`config.mk`:
```
export PLATFORM = sky130hd
export DESIGN_NAME = sweep_ctrl
export DESIGN_NICKNAME = d
export VERILOG_FILES = /design/src/rtl/sweep_ctrl.sv
export SDC_FILE = /design/constraint.sdc
export NUM_CORES = 1
export LEC_CHECK = 0
export ABC_AREA = 1
export CORE_MARGIN = 3
export CORE_UTILIZATION = 40
export DETAILED_ROUTE_END_ITERATION = 16
export PLACE_DENSITY = 0.66
export SYNTH_ARGS = -nofsm -noshare
export SYNTH_HDL_FRONTEND = slang
export SYNTH_SLANG_ARGS = --single-unit
```
`constraint.sdc`:
```
create_clock -name clk -period 2 [get_ports clk]
set_input_delay 0.5 -clock clk [delete_from_list [all_inputs] [get_ports clk]]
set_output_delay 0.5 -clock clk [all_outputs]
set_load 0.05 [all_outputs]
```
`src/rtl/sweep_ctrl.sv`:
```
// rtl/sweep_ctrl.sv - triangle sweep sequencer driving an up/down counter
module sweep_ctrl #(
    parameter int WIDTH = 16,
    parameter int CNT_W = 8
) (
    input  logic             clk,
    input  logic             rst,
    input  logic             start,
    input  logic             abort,
    input  logic [WIDTH-1:0] hi,
    input  logic [CNT_W-1:0] cycles,
    input  logic [WIDTH-1:0] cntr,
    output logic             dir,
    output logic             zero,
    output logic             busy,
    output logic             done,
    output logic             peak,
    output logic             err,
    output logic [CNT_W-1:0] left
);

    typedef enum logic [1:0] {
        S_IDLE = 2'd0,
        S_UP   = 2'd1,
        S_DOWN = 2'd2,
        S_DONE = 2'd3
    } state_t;

    localparam logic [WIDTH-1:0] W_ONE = {{(WIDTH-1){1'b0}}, 1'b1};
    localparam logic [WIDTH-1:0] W_ZERO = '0;
    localparam logic [CNT_W-1:0] C_ONE = {{(CNT_W-1){1'b0}}, 1'b1};
    localparam logic [CNT_W-1:0] C_ZERO = '0;

    state_t           state_q, state_d;
    logic [WIDTH-1:0] hi_q, hi_d;
    logic [CNT_W-1:0] left_q, left_d;
    logic             err_q, err_d;

    // State and program registers; reset drops any running program at once
    always_ff @(posedge clk or negedge rst) begin
        if (!rst) begin
            state_q <= S_IDLE;
            hi_q    <= '0;
            left_q  <= '0;
            err_q   <= 1'b0;
        end else begin
            state_q <= state_d;
            hi_q    <= hi_d;
            left_q  <= left_d;
            err_q   <= err_d;
        end
    end

    // Next-state logic; in UP/DOWN abort beats the range check beats the sweep
    always_comb begin
        state_d = state_q;
        hi_d    = hi_q;
        left_d  = left_q;
        err_d   = err_q;
        case (state_q)
            S_IDLE: begin
                if (start) begin
                    if (hi == W_ZERO || cycles == C_ZERO) begin
                        err_d   = 1'b1;
                        state_d = S_DONE;
                    end else begin
                        hi_d    = hi;
                        left_d  = cycles;
                        err_d   = 1'b0;
                        state_d = S_UP;
                    end
                end
            end
            S_UP: begin
                if (abort) begin
                    state_d = S_IDLE;
                end else if (cntr > hi_q) begin
                    err_d   = 1'b1;
                    state_d = S_IDLE;
                end else if (cntr == hi_q - W_ONE) begin
                    // hi_q is never zero here: a zero peak is refused at start
                    state_d = S_DOWN;
                end
            end
            S_DOWN: begin
                if (abort) begin
                    state_d = S_IDLE;
                end else if (cntr > hi_q) begin
                    err_d   = 1'b1;
                    state_d = S_IDLE;
                end else if (cntr == W_ONE) begin
                    if (left_q > C_ONE) begin
                        left_d  = left_q - C_ONE;
                        state_d = S_UP;
                    end else begin
                        left_d  = '0;
                        state_d = S_DONE;
                    end
                end
            end
            default: begin
                state_d = S_IDLE;
            end
        endcase
    end

    // Moore outputs: the counter is held clear whenever no sweep is running
    assign zero = (state_q == S_IDLE) || (state_q == S_DONE);
    assign dir  = (state_q == S_DOWN);
    assign busy = (state_q == S_UP) || (state_q == S_DOWN);
    assign done = (state_q == S_DONE);
    assign peak = (state_q == S_DOWN) && (cntr == hi_q);
    assign err  = err_q;
    assign left = left_q;

endmodule

```
==> summary.txt <==
Worst Path Arrival = 1790 ps
Netlist cell types = 29
#FFs+latches synth = 27
post-route setup slack = -289.8 ps
grt total ovfl = 0
Syn Nets = 441
failing checks = negative setup slack
Design Power = 6139 uW
dpl cells = 569
CTS root buffer = clkbuf_8
num ports = 58
Cells after Synth = 374
DP HPWL = 5.965 mm
Area Overhead vs Synth = 64.23%
Core ar. = 5991 sq um
Worst Reg2Reg Path Length in Cells = 11
Layout Skew = 4.511 ps
via count of the first global-routing pass = 2882
Post-Synth Adder-Cell Area = 11.46%
CTS Buf Count = 3
WP buf/inv = 2
Crit. Startpoint = cntr[14]
main combinational cell family by area after synthesis = simple AND/OR/NAND/NOR gates
max_cap viols = 0
R2R Path End = left[1]
Die ar. = 7265 sq um
CP Cell Sequence = clkdlybuf4s15_2, ha_4, nand4_1, nor2_4, nand3b_1, nor2_4, buf_12
Compound-Gate Fraction of Synth Area = 10.21%
Yosys top cell area share = 26.91%
endpoints failing hold = 0
largest net degree at the start of global routing = 33
crit-path max cell delay = 270 ps
xor/xnor cell area share of the yosys netlist = 6.876%
DRC Markers = 0
Static Leak = 0.001954 uW
Buffers on Ports = 57
# rows = 28
worst vdd ir = 1.394 mV
initial antenna violation count = 0
min-delay src = err
Final TNS setup = -468.7 ps
outcome = complete, but fails checks
die width = 85.24 um
# diodes = 0
Hold Slack = 502.3 ps
Syn Area/Cell = 6.714 sq um
post-cts hold buffer count = 0
R2R Path Start = hi_q[14]
top post-synthesis cells by area = dfrtp_1 27%, nand2_1 15%, ha_1 11%, nor2_1 6.9%, inv_1 6.7%
CP max FO = 2
Setup Crit Path Kind = input pin to output pin
layout net count = 578
Fillers = 508
worst relative slew slack = 74.26%
global-route wire length before repair = 12.73 mm
Crit-path slowest cell = ha_4
Peak Freq = 436.7 MHz
CTS clk-pin slew, worst paths = 100 ps
Worst-Margin Slew = 386.1 ps
Mapped Area = 2511 sq um
Simple-Gate Fraction of Synth Area = 36.72%
CTS tree = built
CTS max path bufs = 2
H-tree depth = 1
Final GP Congestion = 0.8452
layout cells sized above 1 = 33.33%
CTS sink count = 27
Worst setup endpoint = peak
Setup crit start kind = input pin
fin. max-slew vios = 0
drt via density = 4.997
1st-iter DRT viols = 148
Req. time, crit path = 1500 ps
portion of netlist area occupied by mux cells = 0%
Setup Viol. Count Final = 11
DRT Wirelength = 7.825 mm
YS warnings = 0
post-synthesis sequential area ratio = 26.91%
clk_lat worst skew = 270 ps
Post-DRT Antenna Nets = 0
Worst Hold Class = flip-flop to flip-flop
Non-Filler Instances = 585
Avg WL per Cell = 13.38 um
Worst path depth = 7
First-pass DRT Iterations = 4
via count = 2923
Starting Density = 41.92%
die height = 85.24 um
dominant cell type by area after synthesis = dfrtp_1
CP most frequent cell = nor2_4
global-route usage over all layers = 21.18%
CP top delay family = simple AND/OR/NAND/NOR gates
Tcrit/Tclk final = 114.5%
element type at the critical path end = output pin
min cycle time layout = 2290 ps
RSZ-0062 raised after global routing = true
reg2reg setup slack = -30 ps
PD cells = 1489 nW/um^2
[cells in the mapped netlist]
| library cell | instances |
|---|---|
| nand2_1 | 100 |
| nand3b_1 | 5 |
| nand3_4 | 1 |
| nor2_2 | 2 |
| buf_2 | 1 |
| ha_1 | 23 |
| nand3_2 | 1 |
| xnor2_1 | 10 |
| dfrtp_1 | 27 |
| inv_2 | 2 |
| o22ai_1 | 1 |
| nor2_1 | 46 |
| xnor3_2 | 1 |
| a21oi_1 | 11 |
| xor2_1 | 7 |
| clkinv_1 | 1 |
| nor3_1 | 1 |
| inv_1 | 45 |
| o21ai_0 | 28 |
| nand3_1 | 25 |
| a22oi_1 | 3 |
| nand4_1 | 11 |
| nor4_1 | 7 |
| nand2_2 | 3 |
| clkbuf_1 | 3 |
| o21ai_1 | 5 |
| nor2_4 | 2 |
| nand4_2 | 1 |
| o21a_1 | 1 |
[cells in the final DEF (no fill, tap or decap), types with 3 or more instances in the layout]
cell type,count
o21ai_1,7
buf_2,3
a21oi_2,3
a22oi_1,3
nand3_2,4
nor2_1,35
clkdlybuf4s50_1,27
dlygate4sd2_1,6
inv_1,34
xnor2_1,10
a21oi_1,8
buf_4,82
nand4_1,11
clkbuf_8,3
nor2_4,7
buf_6,6
nor2_2,8
clkdlybuf4s15_2,3
o21ai_0,24
xor2_1,7
nor4_1,7
nand2_2,9
dfrtp_1,27
nand2_1,94
buf_12,5
nand3_1,21
ha_1,9
ha_4,14
inv_2,13
nand3b_1,5
[worst min-delay path: stages, from the launching register on]
cell and delay [ps]:
dfrtp_1 360, nand2_1 50, o21ai_0 60
[routing by layer]
layer | up-vias | track usage, % | part of all wire (%)
li1 | 1499 | - | -
met1 | 1376 | 27.49 | 45
met2 | 46 | 38.98 | 52
met3 | 2 | 1.845 | 2.5
met4 | 0 | 2.878 | 0.31
met5 | - | 0 | 0
[worst min-delay path by stage]
| stage | end | slack [ps] | cells after the start |
|---|---|---|---|
| after CTS | err | 510 | 2 |
| after detailed placement | err | 480 | 2 |
| after floorplan | err | 200 | 0 |
| final | err | 500 | 2 |
| after global routing | err | 560 | 2 |
| after global placement | err | 480 | 2 |
[where the power goes]
group / total [uW] / switching (uW) / internal (uW)
clock network: 323 / 180 / 143
registers: 1060 / 241 / 821
logic: 4750 / 2640 / 2110
[layout make-up]
| type | instances | area (sq um) | area share [%] |
|---|---|---|---|
| Clock buffer | 4 | 45.04 | 1.092 |
| Tap cell | 75 | 93.84 | 2.275 |
| Inverter | 48 | 181.4 | 4.399 |
| Sequential cell | 27 | 675.6 | 16.38 |
| Timing Repair Buffer | 136 | 1185 | 28.73 |
| Multi-Input combinational cell | 295 | 1943 | 47.12 |
[sequential cells by signal (all words and copies together), names as in the netlist]
signal	cells
left	8
hi_q	16
state_q	2
err	1
[logic make-up after synthesis]
logic type | count (synthesis)
simple gates | 205
flops | 27
buf+inv | 52
compound gates | 49
fa+ha+maj | 23
xor+xnor | 18
[through the flow]
stage                     cell area, sq um  setup slack (ps)  util [%]
after detailed placement              3714            -674.7     61.99
after floorplan                       2535             2.889         -
after CTS                             3939            -234.2     65.75
after global routing                  4124            -349.9     68.84
after global placement                3714            -652.7     61.99
final                                 4124            -289.8     68.84
[timing repair]
item / CTS / global route
endpoints found under the setup margin: 12 / 12
setup buffers: 5 / 6
gates cloned: 1 / 0
resized for setup: 66 / 40
pin swaps: 20 / 14
Power figures use the tool's default switching activity.
